===== src/rtl/rob_pkg.sv =====
// Shared types and width helpers for the ROB ID-allocation front end.
package rob_pkg;

   typedef enum logic [1:0] {OP_NONE, OP_ALLOC, OP_FREE} sched_op_e;
   typedef enum logic [1:0] {MODE_RUN, MODE_DRAIN, MODE_DRAINED} sched_mode_e;

   function automatic int idx_w(input int n);
      return (n > 1) ? $clog2(n) : 1;
   endfunction

   function automatic int cnt_w(input int n);
      return $clog2(n + 1);
   endfunction

   localparam int DEF_NUM_REQ   = 4;
   localparam int DEF_MAX_OUT   = 16;
   localparam int DEF_REQ_IDX_W = idx_w(DEF_NUM_REQ);
   localparam int DEF_CNT_W     = cnt_w(DEF_MAX_OUT);

endpackage


===== src/rtl/sync_fifo.sv =====
// Small single-clock FIFO; a push when full is dropped, a pop when empty is ignored.
module sync_fifo #(
   parameter int WIDTH = 16,
   parameter int DEPTH = 4
) (
   input  logic                       clk,
   input  logic                       rst_n,
   input  logic                       push,
   input  logic [WIDTH-1:0]           din,
   input  logic                       pop,
   output logic [WIDTH-1:0]           dout,
   output logic [$clog2(DEPTH+1)-1:0] count
);

   localparam int AW = (DEPTH > 1) ? $clog2(DEPTH) : 1;
   localparam int CW = $clog2(DEPTH + 1);

   logic [WIDTH-1:0] mem [DEPTH];
   logic [AW-1:0]    wr_ptr, rd_ptr;
   logic             do_push, do_pop;

   assign do_push = push && (count < CW'(DEPTH));
   assign do_pop  = pop && (count != '0);
   assign dout    = mem[rd_ptr];

   always_ff @(posedge clk) begin
      if (!rst_n) begin
         wr_ptr <= '0;
         rd_ptr <= '0;
         count  <= '0;
      end else begin
         if (do_push) wr_ptr <= wr_ptr + 1'b1;
         if (do_pop)  rd_ptr <= rd_ptr + 1'b1;
         count <= count + CW'(do_push) - CW'(do_pop);
      end
   end

   always_ff @(posedge clk) begin
      if (do_push) mem[wr_ptr] <= din;
   end

endmodule


===== src/rtl/id_alloc_scheduler.sv =====
// Time-shares the allocator's single op slot between round-robin ALLOC requests
// and buffered FREEs, tracks outstanding IDs and supports a drain/quiesce mode.
module id_alloc_scheduler
   import rob_pkg::*;
#(
   parameter int NUM_REQ         = DEF_NUM_REQ,
   parameter int ID_WIDTH        = 16,
   parameter int MAX_OUTSTANDING = DEF_MAX_OUT,
   parameter int FREE_DEPTH      = 4,
   parameter int STARVE_LIMIT    = 4
) (
   input  logic                                clk,
   input  logic                                rst_n,
   input  logic [NUM_REQ-1:0]                  req_valid,
   input  logic [NUM_REQ-1:0][ID_WIDTH-1:0]    req_orig_id,
   output logic [NUM_REQ-1:0]                  req_ready,
   output logic                                rsp_valid,
   output logic [$clog2(NUM_REQ)-1:0]          rsp_req_idx,
   output logic [ID_WIDTH-1:0]                 rsp_unique_id,
   input  logic                                free_valid,
   input  logic [ID_WIDTH-1:0]                 free_unique_id,
   output logic                                free_ready,
   output logic                                restored_valid,
   output logic [ID_WIDTH-1:0]                 restored_id_out,
   input  logic                                drain_req,
   output logic                                drain_done,
   output logic                                err_underflow,
   output logic                                alloc_req,
   output logic [ID_WIDTH-1:0]                 alloc_orig_id,
   input  logic                                alloc_gnt,
   input  logic [ID_WIDTH-1:0]                 alloc_unique_id,
   input  logic                                alloc_full,
   output logic                                free_req,
   output logic [ID_WIDTH-1:0]                 free_uid,
   input  logic [ID_WIDTH-1:0]                 alloc_restored_id
);

   localparam int IDX_W = $clog2(NUM_REQ);
   localparam int CNT_W = cnt_w(MAX_OUTSTANDING);
   localparam int STK_W = cnt_w(STARVE_LIMIT);
   localparam int FCW   = cnt_w(FREE_DEPTH);

   sched_mode_e         mode, mode_nxt;
   sched_op_e           op;
   logic [IDX_W-1:0]    rr_ptr, winner;
   logic [CNT_W-1:0]    out_cnt;
   logic [STK_W-1:0]    free_streak;
   logic [FCW-1:0]      fifo_cnt;
   logic [ID_WIDTH-1:0] fifo_head;
   logic                alloc_en, found, cand, fifo_ne, grant, push;

   // Mode FSM
   always_ff @(posedge clk) begin
      if (!rst_n) mode <= MODE_RUN;
      else        mode <= mode_nxt;
   end

   always_comb begin
      mode_nxt = mode;
      case (mode)
         MODE_RUN:     if (drain_req) mode_nxt = MODE_DRAIN;
         MODE_DRAIN:   if (out_cnt == '0 && fifo_cnt == '0) mode_nxt = MODE_DRAINED;
         MODE_DRAINED: if (!drain_req) mode_nxt = MODE_RUN;
         default:      mode_nxt = MODE_RUN;
      endcase
   end

   always_comb begin
      alloc_en   = rst_n && (mode == MODE_RUN);
      drain_done = (mode == MODE_DRAINED);
   end

   // Free queue; space freed by a pop is only visible next cycle
   assign free_ready = fifo_cnt < FCW'(FREE_DEPTH);
   assign push       = free_valid && free_ready;

   sync_fifo #(.WIDTH(ID_WIDTH), .DEPTH(FREE_DEPTH)) u_free_fifo (
      .clk   (clk),
      .rst_n (rst_n),
      .push  (push),
      .din   (free_unique_id),
      .pop   (free_req),
      .dout  (fifo_head),
      .count (fifo_cnt)
   );

   always_comb begin : rr_arb
      int j;
      j      = 0;
      winner = '0;
      found  = 1'b0;
      for (int k = 0; k < NUM_REQ; k++) begin
         j = int'(rr_ptr) + k;
         if (j >= NUM_REQ) j = j - NUM_REQ;
         if (!found && req_valid[j]) begin
            winner = IDX_W'(j);
            found  = 1'b1;
         end
      end
   end

   // Frees win the slot unless they have starved a pending alloc for too long
   always_comb begin
      cand    = alloc_en && found;
      fifo_ne = rst_n && (fifo_cnt != '0);
      op      = OP_NONE;
      if (fifo_ne && (!cand || alloc_full || free_streak < STK_W'(STARVE_LIMIT))) op = OP_FREE;
      else if (cand) op = OP_ALLOC;
      alloc_req     = (op == OP_ALLOC);
      alloc_orig_id = alloc_req ? req_orig_id[winner] : '0;
      grant         = alloc_req && alloc_gnt;
      req_ready     = '0;
      if (grant) req_ready[winner] = 1'b1;
      free_req = (op == OP_FREE);
      free_uid = free_req ? fifo_head : '0;
   end

   always_ff @(posedge clk) begin
      if (!rst_n) begin
         rr_ptr          <= '0;
         out_cnt         <= '0;
         free_streak     <= '0;
         err_underflow   <= 1'b0;
         rsp_valid       <= 1'b0;
         rsp_req_idx     <= '0;
         rsp_unique_id   <= '0;
         restored_valid  <= 1'b0;
         restored_id_out <= '0;
      end else begin
         rsp_valid      <= grant;
         restored_valid <= free_req;
         if (grant) begin
            rsp_req_idx   <= winner;
            rsp_unique_id <= alloc_unique_id;
            rr_ptr        <= (int'(winner) == NUM_REQ - 1) ? '0 : winner + 1'b1;
            if (out_cnt != CNT_W'(MAX_OUTSTANDING)) out_cnt <= out_cnt + 1'b1;
         end
         if (free_req) begin
            restored_id_out <= alloc_restored_id;
            if (out_cnt == '0) err_underflow <= 1'b1;
            else               out_cnt       <= out_cnt - 1'b1;
         end
         if (free_req && cand) begin
            if (free_streak != STK_W'(STARVE_LIMIT)) free_streak <= free_streak + 1'b1;
         end else begin
            free_streak <= '0;
         end
      end
   end

endmodule


===== config.mk =====
export PLATFORM = sky130hd
export DESIGN_NAME = id_alloc_scheduler
export DESIGN_NICKNAME = d
export VERILOG_FILES = /design/src/rtl/rob_pkg.sv /design/src/rtl/sync_fifo.sv /design/src/rtl/id_alloc_scheduler.sv
export SDC_FILE = /design/constraint.sdc
export NUM_CORES = 1
export LEC_CHECK = 0
export ABC_CLOCK_PERIOD_IN_PS = 8050
export CAP_MARGIN = 20
export CORE_ASPECT_RATIO = 1.25
export CORE_MARGIN = 10
export CORE_UTILIZATION = 45
export CTS_CLUSTER_SIZE = 25
export DETAILED_ROUTE_END_ITERATION = 12
export PLACE_DENSITY = 0.8
export SLEW_MARGIN = 20
export SYNTH_ARGS = -nofsm -noshare
export SYNTH_HDL_FRONTEND = slang
export SYNTH_SLANG_ARGS = --single-unit

===== constraint.sdc =====
create_clock -name clk -period 8.05 [get_ports clk]
set_input_delay 1.61 -clock clk [delete_from_list [all_inputs] [get_ports clk]]
set_output_delay 1.61 -clock clk [all_outputs]
set_load 0.03 [all_outputs]

Yosys cells after proc, flatten, opt, wreduce, memory -nomap -nowiden
Memories as Yosys holds them, arrays and structs flattened. A register that Yosys moved wholly into a read port is not among the register bits. Index checks and enable logic that the tools add are counted.

Add/subtract/negate cells: 15. $lt $le $gt $ge: 12. Reductions and logical operators: 27. Eq/ne operators: 10. Muxes and demuxes: 46.

Operator list (number): less-than comparator 32 x 4 -> 1 bit (second input constant) (4); two-way mux 32 bit (4); two-way mux 16 bit (3); binary-select mux 16 bit (select 2 bit) (1); two-way mux 2 bit (11); two-way mux 5 bit (4); two-way mux 1 bit (16); logical AND 1 bit (14); subtractor 3 x 3 -> 4 bit (second input constant) (3); >= comparator 3 bit (second input constant) (3); binary-select mux 1 bit (select 2 bit) (4); adder 2 x 1 -> 2 bit (second input constant) (3); adder 2 x 2 -> 3 bit (second input constant) (2); equality test 2 x 1 -> 1 bit (second input constant) (3); less-than comparator 3 bit (second input constant) (2); != test 2 bit (second input constant) (3); one-hot mux 2 bit (3 select lines) (1); adder 5 x 1 -> 5 bit (second input constant) (1); logical NOT 5 bit (1); != test 5 bit (second input constant) (1); subtractor 5 x 1 -> 5 bit (second input constant) (1); equality test 2 bit (second input constant) (2); logical NOT 1 bit (4); two-way mux 4 bit (1); other kinds (16) (18).

Register bits after elaboration: 56. Bits in writable memories: 64. Memories kept: 1. Input bits: 122.

Memories: u_free_fifo.mem (depth 4, bits a word 16, rd ports 1, clocked after Yosys merged registers in 1, write ports 1, line sync_fifo.sv:18) `logic [WIDTH-1:0] mem [DEPTH];`.

Longest topological paths before layout
Gate-level depths: netlist (run 1).

Depth in word-level cells: 26. Depth in mapped cells: 11. Gate-level depth less buffers: 10.

Cells and area by module
A second synthesis (run 1) with hierarchy kept.

Cells, all modules: 467. Area total of the unflattened synthesis: 5484.0 um^2.

Modules (own cells, without submodules): sync_fifo (cells each 128, instances 1, area each 2800.2 um^2); id_alloc_scheduler (cells each 339, instances 1, area each 2683.8 um^2).

Worst setup path after synthesis (run 1)
Ideal clock, no wire load.

Kind: input to output. Start: input rst_n. End: output alloc_orig_id[10]. Slack: 3.100 ns. Data arrival time: 3.340 ns. Stages: 7. Required time: 6.440 ns. Path buffers: 2. Cells stage by stage: buf_2 -> nand2b_1 -> nor3_2 -> and2_1 -> nand2_1 -> buf_6 -> o22ai_1.

Cells in the longest elaborated chain, start to end: 9.

Ends and longest elaborated chain: from (decl) (line id_alloc_scheduler.sv:13) `input logic rst_n,`; logical AND 1 bit (line id_alloc_scheduler.sv:69) `alloc_en = rst_n && (mode == MODE_RUN);`; logical AND 1 bit (line id_alloc_scheduler.sv:104) `cand = alloc_en && found;`; logical NOT 1 bit (line id_alloc_scheduler.sv:107) `if (fifo_ne && (!cand || alloc_full || free_streak < STK_W'(STARVE_LIMIT))) op = OP_FREE;`; logical OR 1 bit (2 in a row) (line id_alloc_scheduler.sv:107); logical AND 1 bit (line id_alloc_scheduler.sv:107); two-way mux 2 bit (*) (line id_alloc_scheduler.sv:107); equality test 2 x 1 -> 1 bit (*) (line id_alloc_scheduler.sv:109) `alloc_req = (op == OP_ALLOC);`; via alloc_req (line id_alloc_scheduler.sv:28) `output logic alloc_req,`; two-way mux 16 bit (*) (line id_alloc_scheduler.sv:110) `alloc_orig_id = alloc_req ? req_orig_id[winner] : '0;`; to (decl) (line id_alloc_scheduler.sv:29) `output logic [ID_WIDTH-1:0] alloc_orig_id,`.

The timed path passes the listed nets; every way through them passes the cells marked *.

Worst setup path after layout (run 1)
Start: input rst_n. End: output req_ready[2].

Cells in the longest elaborated chain, start to end: 10.

Ends and longest elaborated chain: logical AND 1 bit (line id_alloc_scheduler.sv:69); logical AND 1 bit (line id_alloc_scheduler.sv:104); logical NOT 1 bit (line id_alloc_scheduler.sv:107); logical OR 1 bit (2 in a row) (line id_alloc_scheduler.sv:107); logical AND 1 bit (line id_alloc_scheduler.sv:107); two-way mux 2 bit (*) (line id_alloc_scheduler.sv:107); equality test 2 x 1 -> 1 bit (*) (line id_alloc_scheduler.sv:109); logical AND 1 bit (*) (line id_alloc_scheduler.sv:111) `grant = alloc_req && alloc_gnt;`; two-way mux 4 bit (*) (line id_alloc_scheduler.sv:113) `if (grant) req_ready[winner] = 1'b1;`; to (decl) (line id_alloc_scheduler.sv:16) `output logic [NUM_REQ-1:0] req_ready,`.

Mark *: on every way between the ends. The rest lies on a longest branch, timed or not.

==> out/results.ini, run 1 <==
[die]
ios = 199
die-area_sq_um = 17100
die_w_microns = 119
num_rows = 45
start_util = 0.457
core_area_sq_um = 12100
die_h_microns = 144

[worst_setup_path]
required_ps = 6440
path_max_fanout = 54
max_stage_delay_ps = 700
endpoint_kind = output port
slowest_stage = clkdlybuf4s50_1
cp_cell_sequence = buf_2 > nand2b_1 > nor3_2 > nand3_2 > inv_2 > and2_1 > clkdlybuf4s50_1
critical_path_class = in2out
cp.arrival_ps = 4750
timing.critical_path.from_type = input pin

[sta]
finalCriticalPeriod_ps = 6360
finalWorstSetupSlack_ps = 1690
finClkSkew_ps = 8.14
fmax_mhz = 157
drv_slew = 0
finalSetupTns_ps = 0
setup_viol = 0
tightest_slew_ps = 879
hold_viol = 0
slew_headroom = 0.414
period_share = 0.790
hold_ws_ps = 451
rsz0062_at_grt = no

[layout]
seq_area_sq_um = 3080
nFillCells = 889
final_area_sq_um = 8160
antenna_cells = 0
drive_gt1_frac = 0.0957
finalNonFillerCells = 833
multi_input_area_sq_um = 2220
syn_to_final_growth_pct = 47.6
final_nets = 793

[place]
place_ws_ps = 1680
place.gp.congestion = 0.797
dp_hpwl_mm = 11.9
placed_cells = 800
io_buffer_count = 198
placed_cell_area_sq_um = 7560

[job]
maxCapViolations = 0

[clock_network]
clkTransAtPathRegs_ps = 50
holdBufCountCts = 0
clk_latency_ps = 410
clockBufferDepth = 2
post_cts_buffers = 0
numCtsBuffers = 17
htree_levels = 4
clockRootBuffer = clkbuf_16
cts.sinks = 122
cts_tree = done
cts_resized = 0

[hold_path]
hold_class = reg2reg

[synthesis]
synth_cells = 465
yosys_register_bits = 122
synth_top_cell_by_area = edfxtp_1
synth_most_common_cell = nand2_1
synth_edf_count = 64
synth_common_cells = nand2_1, edfxtp_1, dfxtp_1, mux2i_1, and2_1
synth-main-ff-cell = edfxtp_1
yosys_warnings = 0
postSynth.asyncResetShare = 0
seq_area_frac_synth = 0.558
synth_area_leaders = edfxtp_1, dfxtp_1, mux4_2
synth_area_sq_um = 5530
synth_cell_types = 47
synth_top_area_share = 0.348
synthesis.nets = 602
avgSynthCellArea_sq_um = 11.9

[pwr]
ir_drop_mv = 0.158
power_density_nw_per_um2 = 291
p_leak_nw = 3.12

[routing]
ant_nets = 0
drt_iter0_markers = 209
vias = 4203
wirelength_mm = 15.8
drc = 0
wl_per_cell_microns = 18.9
first_pass_iters = 6
viasPerCell = 5.05

[grt]
grt_pass1_vias = 4415
antenna_found_initial = 0
grtUsageTotal = 0.182
grt_pass1_wl_mm = 24.3
grt_max_degree = 55
grt_overflow_total = 0

[status]
status = complete, no violations

-- registers in the layout, indices dropped and copies added (netlist names), named ones only --
register,flops
rsp_valid,1
restored_id_out,16
rsp_unique_id,16
u_free_fifo.mem,64
rsp_req_idx,2
rr_ptr,2
u_free_fifo.wr_ptr,2
err_underflow,1
out_cnt,5
restored_valid,1
free_streak,3
u_free_fifo.count,3
mode,2
u_free_fifo.rd_ptr,2
-- cells by family (layout without fill, tap and decap cells) --
family	Yosys count	after routing	share of synthesized area
simple gates	163	163	0.147
xor+xnor	7	7	0.0111
fa+ha+maj	15	15	0.0353
flops	122	122	0.558
mux	50	50	0.127
compound gates	60	60	0.0779
buf+inv	48	252	0.0437
-- through the flow --
stage                util  power, W
finish              0.674   0.00237
global route        0.674   0.00249
CTS                 0.673   0.00240
detailed placement  0.625   0.00167
global placement    0.625   0.00163
floorplan               -   0.00135
-- power breakdown --
group | switching (W) | internal, W | leakage [nW]
Sequential | 0.0000737 | 0.000755 | 1.06
Combinational | 0.000440 | 0.000376 | 1.78
Clock | 0.000272 | 0.000455 | 0.279
-- placed cells by master (no fill, tap or decap), types with 5 or more instances in the layout --
master / instances
nand2_1: 78
a21boi_0: 19
edfxtp_1: 64
o22ai_1: 16
a21oi_1: 7
dfxtp_1: 57
nor2_1: 7
clkbuf_16: 17
ha_1: 14
and2_1: 33
mux2i_1: 34
nand3_1: 22
nor3_1: 5
mux4_2: 16
clkdlybuf4s50_1: 197
nor2b_1: 6
clkinv_2: 5
inv_1: 18
xnor2_1: 6
-- critical path, delay by kind of cell --
| kind | cells | cell delay (ps) |
|---|---|---|
| buffers and inverters | 3 | 1920 |
| and+or+nand+nor | 4 | 1190 |
-- cell type report --
| class | count | area share |
|---|---|---|
| inverters | 20 | 0.00920 |
| flip-flops and latches | 122 | 0.378 |
| multi-input cells | 295 | 0.272 |
| clock inverters | 15 | 0.0186 |
| repair buffers | 200 | 0.245 |
| clock buffers | 17 | 0.0522 |
| well taps | 164 | 0.0252 |
-- metal layers --
| metal | up-vias | global-route usage | share of wire |
|---|---|---|---|
| met5 | - | 0 | 0 |
| met4 | 0 | 0.0766 | 0.019 |
| met3 | 24 | 0.0675 | 0.071 |
| met2 | 149 | 0.334 | 0.55 |
| met1 | 1997 | 0.181 | 0.36 |
| li1 | 2033 | - | - |
-- path summary, 6_finish.rpt --
kind | startpoint | to | slack [ps] | cells after the start
setup / recovery | rst_n | req_ready[2] | 1690 | 7
hold / removal | restored_id_out[3] | restored_id_out[3] | 450 | 2
setup reg to reg | free_streak[2] | u_free_fifo.count[2] | 4560 | 10
hold reg to reg | restored_id_out[3] | restored_id_out[3] | 450 | 2
No activity file was read; power rests on OpenSTA's default activity.
==> run 2: changes to the inputs <==
--- a/config.mk
+++ b/config.mk
@@ -5,7 +5,7 @@
 export SDC_FILE = /design/constraint.sdc
 export NUM_CORES = 1
 export LEC_CHECK = 0
-export ABC_CLOCK_PERIOD_IN_PS = 8050
+export ABC_CLOCK_PERIOD_IN_PS = 6500
 export CAP_MARGIN = 20
 export CORE_ASPECT_RATIO = 1.25
 export CORE_MARGIN = 10
==> constraint.sdc (replaced) <==
create_clock -name clk -period 6.5 [get_ports clk]
set_input_delay 1.3 -clock clk [delete_from_list [all_inputs] [get_ports clk]]
set_output_delay 1.3 -clock clk [all_outputs]
set_load 0.03 [all_outputs]
==> run 2 against run 1 <==
Hold slack better by 3.0 ps. Routed wire length fell by 0.67%. Combinational power grew 25%. Cell count up 0.12%. Die area unchanged.
==> out/results.ini, run 2 (synthesis results as in run 1) <==
[sta]
finClkSkew_ps = 9.54  ; +1.41 ps
tightest_slew_ps = 865  ; -14.3 ps
finalCriticalPeriod_ps = 5510
drv_slew = 0  ; unchanged
period_share = 0.848
setup_viol = 0  ; unchanged
fmax_mhz = 181
finalSetupTns_ps = 0  ; unchanged
hold_viol = 0  ; unchanged
slew_headroom = 0.423  ; +0.00954
rsz0062_at_grt = no
hold_ws_ps = 454  ; +2.96 ps

[grt]
grt_overflow_total = 0  ; unchanged
antenna_found_initial = 0  ; unchanged
grt_pass1_vias = 4574  ; +3.6%
grtUsageTotal = 0.178  ; -0.00413
grt_pass1_wl_mm = 24.0  ; -0.97%
grt_max_degree = 48  ; -13%

[routing]
drc = 0  ; unchanged
wirelength_mm = 15.7  ; -0.67%
ant_nets = 0  ; unchanged
viasPerCell = 5.14  ; +1.9%
vias = 4289  ; +2.0%
drt_iter0_markers = 221  ; +5.7%
wl_per_cell_microns = 18.8  ; -0.79%
first_pass_iters = 5  ; -1

[pwr]
total_power_w = 0.00304  ; +28%
ir_drop_mv = 0.189  ; +20%
power_density_nw_per_um2 = 370  ; +27%
p_leak_nw = 3.14  ; +0.74%

[hold_path]
hold_class = reg2reg
hold_start = restored_id_out[15]

[worst_setup_path]
path_max_fanout = 31  ; -43%
cp.arrival_ps = 4210  ; -540 ps
critical_path_class = in2out
startpoint = req_valid[1]
timing.critical_path.from_type = input pin
endpoint_kind = output port
required_ps = 5200  ; -1240 ps
worstReg2RegStart = free_streak[2]

[layout]
nFillCells = 890  ; +0.11%
multi_input_area_sq_um = 2220  ; unchanged
seq_area_sq_um = 3080  ; unchanged
most-common-layout-cells = clkdlybuf4s50_1, nand2_1, edfxtp_1
final_common_cell = clkdlybuf4s50_1
reg_top3 = u_free_fifo.mem (64), restored_id_out (16), rsp_unique_id (16)
largest_reg_flops = 64  ; unchanged
largest_register = u_free_fifo.mem
syn_to_final_growth_pct = 48.6
drive_gt1_frac = 0.0925  ; -0.00313
finalNonFillerCells = 834  ; +0.12%
antenna_cells = 0  ; unchanged
final_nets = 794  ; +0.13%

[clock_network]
clockBufferDepth = 2  ; unchanged
cts.sinks = 122  ; unchanged
clkTransAtPathRegs_ps = 50  ; about the same
cts_resized = 0  ; unchanged
holdBufCountCts = 0  ; unchanged
htree_levels = 4  ; unchanged
numCtsBuffers = 17  ; unchanged
post_cts_buffers = 0  ; unchanged
clockRootBuffer = clkbuf_16
clk_latency_ps = 410  ; about the same
cts_tree = done

[die]
ios = 199  ; unchanged
core_area_sq_um = 12100  ; unchanged
die-area_sq_um = 17100  ; unchanged
die_h_microns = 144  ; unchanged
die_w_microns = 119  ; unchanged
start_util = 0.457  ; unchanged
num_rows = 45  ; unchanged

[place]
io_buffer_count = 198  ; unchanged
dp_hpwl_mm = 11.6  ; -3.0%
placed_cells = 802  ; +0.25%
place.gp.congestion = 0.770  ; -3.4%

[status]
status = complete, no violations

[job]
maxCapViolations = 0  ; unchanged

[run 2: where the power goes]
part	internal [W]	switching, W
Clock	0.000676	0.000318
Combinational	0.000468	0.000547
Sequential	0.000935	0.0000941
[run 2: area by class of cell]
class | count | share of cell area
sequential | 122 | 0.376
timing repair buffer | 201 | 0.243
inverter | 20 | 0.00914
clock buffer | 19 | 0.0527
multi-input combinational | 295 | 0.270
clock inverter | 13 | 0.0244
tap | 164 | 0.0250
[run 2: final timing paths]
kind                          endpoint  slack (ps)  cells past startpoint
setup / recovery          req_ready[0]         990                      7
hold reg to reg    restored_id_out[15]         450                      2
setup reg to reg  u_free_fifo.count[2]        3610                     10
hold / removal     restored_id_out[15]         450                      2
[run 2: critical path, cell delays in order]
cell             delay, ps
clkdlybuf4s50_1        640
nor4_4                 110
nor3_2                 280
nand3_2                440
inv_2                  540
and2_1                 200
clkdlybuf4s50_1        690
[run 2: per-layer routing]
layer | global-route usage | part of all wire
met2 | 0.334 | 0.56
met1 | 0.175 | 0.35
met5 | 0 | 0
met4 | 0.0779 | 0.021
met3 | 0.0585 | 0.062
[run 2: through the flow]
| step | setup WS [ps] | util | instance area, sq um |
|---|---|---|---|
| final | 986 | 0.678 | 8210 |
| after global routing | 776 | 0.678 | 8210 |
| after CTS | 977 | 0.678 | 8210 |
| after detailed placement | 978 | 0.626 | 7580 |
| after global placement | 1050 | 0.626 | 7580 |
| after floorplan | 2170 | - | 5530 |
==> run 3: changes to the inputs <==
--- a/config.mk
+++ b/config.mk
@@ -5,14 +5,14 @@
 export SDC_FILE = /design/constraint.sdc
 export NUM_CORES = 1
 export LEC_CHECK = 0
-export ABC_CLOCK_PERIOD_IN_PS = 6500
+export ABC_CLOCK_PERIOD_IN_PS = 4950
 export CAP_MARGIN = 20
 export CORE_ASPECT_RATIO = 1.25
 export CORE_MARGIN = 10
-export CORE_UTILIZATION = 45
+export CORE_UTILIZATION = 41
 export CTS_CLUSTER_SIZE = 25
 export DETAILED_ROUTE_END_ITERATION = 12
-export PLACE_DENSITY = 0.8
+export PLACE_DENSITY = 0.77
 export SLEW_MARGIN = 20
 export SYNTH_ARGS = -nofsm -noshare
 export SYNTH_HDL_FRONTEND = slang
==> constraint.sdc (replaced) <==
create_clock -name clk -period 4.95 [get_ports clk]
set_input_delay 0.99 -clock clk [delete_from_list [all_inputs] [get_ports clk]]
set_output_delay 0.99 -clock clk [all_outputs]
set_load 0.03 [all_outputs]
==> run 3 against run 2 <==
Non-clock buffer count increased by 4. Final area decreased by 0.20%. Critical path depth is the same. Clock skew shrank 1.6 ps. Sequential cell count is the same. Combinational power increased by 36%. Setup slack lost 690 ps. Hold slack improved by 1.5 ps. First-iteration DRC count up 4.5%. Clock power up 18%. Highest routed layer unchanged.
==> out/results.ini, run 3 (synthesis results as in run 1) <==
[worst_setup_path]
cp.arrival_ps = 3670  ; -540 ps
rrSetupSlack_ps = 1900  ; -1710 ps
timing.critical_path.from_type = input pin
endpoint_kind = output port
required_ps = 3960  ; -1240 ps
path_buf_inv = 2  ; -1
path_max_fanout = 16  ; -48%
crit_family = buffers and inverters
max_stage_delay_ps = 720  ; +30 ps
crit_path_frequent_cell = clkdlybuf4s50_1
slowest_stage = clkdlybuf4s50_1
critical_path_class = in2out
cp_cell_sequence = clkdlybuf4s50_1 > a21o_1 > a21oi_1 > o21ai_0 > nand2_1 > o22ai_1 > clkdlybuf4s50_1

[clock_network]
post_cts_buffers = 0  ; unchanged
numCtsBuffers = 17  ; unchanged
cts.sinks = 122  ; unchanged
cts_tree = done
cts_resized = 0  ; unchanged
clockBufferDepth = 2  ; unchanged
holdBufCountCts = 0  ; unchanged
clk_latency_ps = 400  ; about the same
clockRootBuffer = clkbuf_16
clkTransAtPathRegs_ps = 50  ; about the same
htree_levels = 4  ; unchanged

[layout]
most-common-layout-cells = clkdlybuf4s50_1, nand2_1, edfxtp_1
syn_to_final_growth_pct = 48.3
largest_reg_flops = 64  ; unchanged
final_nets = 798  ; +0.50%
final_common_cell = clkdlybuf4s50_1
antenna_cells = 0  ; unchanged
reg_top3 = u_free_fifo.mem (64), restored_id_out (16), rsp_unique_id (16)
seq_area_sq_um = 3080  ; about the same
multi_input_area_sq_um = 2220  ; unchanged
largest_register = u_free_fifo.mem
drive_gt1_frac = 0.0994  ; +0.00687
nFillCells = 1045  ; +17%

[place]
dp_hpwl_mm = 12.0  ; +3.7%
place.gp.congestion = 0.990  ; +29%
io_buffer_count = 198  ; unchanged
place_ws_ps = 275  ; -703 ps

[die]
die_w_microns = 124  ; +4.0%
die-area_sq_um = 18600  ; +8.2%
num_rows = 47  ; +4.4%
die_h_microns = 150  ; +4.1%
ios = 199  ; unchanged
start_util = 0.418  ; -0.0389
core_area_sq_um = 13200  ; +9.3%

[pwr]
p_leak_nw = 3.14  ; about the same
power_density_nw_per_um2 = 473  ; +28%
ir_drop_mv = 0.286  ; +51%

[status]
status = complete, no violations

[sta]
hold_viol = 0  ; unchanged
finClkSkew_ps = 7.92  ; -1.62 ps
period_share = 0.941
slew_headroom = 0.397  ; -0.0259
rsz0062_at_grt = no
setup_viol = 0  ; unchanged
finalSetupTns_ps = 0  ; unchanged
tightest_slew_ps = 904  ; +38.9 ps
hold_ws_ps = 455  ; +1.46 ps
fmax_mhz = 215
drv_slew = 0  ; unchanged
finalCriticalPeriod_ps = 4660
finalWorstSetupSlack_ps = 294  ; -692 ps

[grt]
grt_overflow_total = 0  ; unchanged
grt_max_degree = 54  ; +13%
grtUsageTotal = 0.173  ; -0.00561
grt_pass1_wl_mm = 25.0  ; +4.1%
grt_pass1_vias = 4530  ; -0.96%
antenna_found_initial = 0  ; unchanged

[routing]
drc = 0  ; unchanged
first_pass_iters = 4  ; -1
vias = 4294  ; +0.12%
ant_nets = 0  ; unchanged
viasPerCell = 5.08  ; -1.2%
wirelength_mm = 16.2  ; +3.3%
wl_per_cell_microns = 19.1  ; +2.0%
drt_iter0_markers = 231  ; +4.5%

[hold_path]
hold_class = reg2reg

[job]
maxCapViolations = 0  ; unchanged

## run 3: cell count changes in the layout (fill, tap and decap cells not counted), moves of 2 or more
cell | previous run | this run
buf_4 | 3 | 6
bufinv_16 | 5 | 1
clkinv_4 | 1 | 4
clkinvlp_4 | 3 | 1
inv_6 | 0 | 5
## run 3: stage by stage
step / std cells / util / cell area [sq um] / power (W)
after floorplan: 465 / - / 5530 / 0.00220
after global placement: 813 / 0.577 / 7630 / 0.00269
after detailed placement: 813 / 0.577 / 7630 / 0.00274
after CTS: 845 / 0.619 / 8200 / 0.00393
after global routing: 845 / 0.619 / 8200 / 0.00408
final: 845 / 0.619 / 8200 / 0.00388
## run 3: final timing paths
path                      start              endpoint  cells after the start
max                req_valid[1]     alloc_orig_id[12]                      7
min          restored_id_out[8]    restored_id_out[8]                      2
max reg2reg      free_streak[2]  u_free_fifo.count[2]                     11
min reg2reg  restored_id_out[8]    restored_id_out[8]                      2
## run 3: routing by layer
| metal | part of all wire | track usage |
|---|---|---|
| met3 | 0.10 | 0.0547 |
| met2 | 0.50 | 0.288 |
| met4 | 0.016 | 0.0642 |
| met1 | 0.38 | 0.202 |
| met5 | 0 | 0 |
## run 3: cell type report
cell class | instances | area share
tap | 171 | 0.0261
clock buffer | 18 | 0.0524
clock inverter | 14 | 0.0168
multi-input combinational | 295 | 0.270
timing repair buffer | 205 | 0.249
sequential | 122 | 0.376
inverter | 20 | 0.00916
## run 3: where the power goes
| part | switching, W | internal, W |
|---|---|---|
| Clock | 0.000470 | 0.000702 |
| Combinational | 0.000758 | 0.000628 |
| Sequential | 0.0000937 | 0.00123 |
| Total | 0.00132 | 0.00256 |
## run 3: tightest hold or removal path, cell delays in order (launching register included)
cell and delay (ps):
dfxtp_1 300, nand3_1 60, nand2_1 50
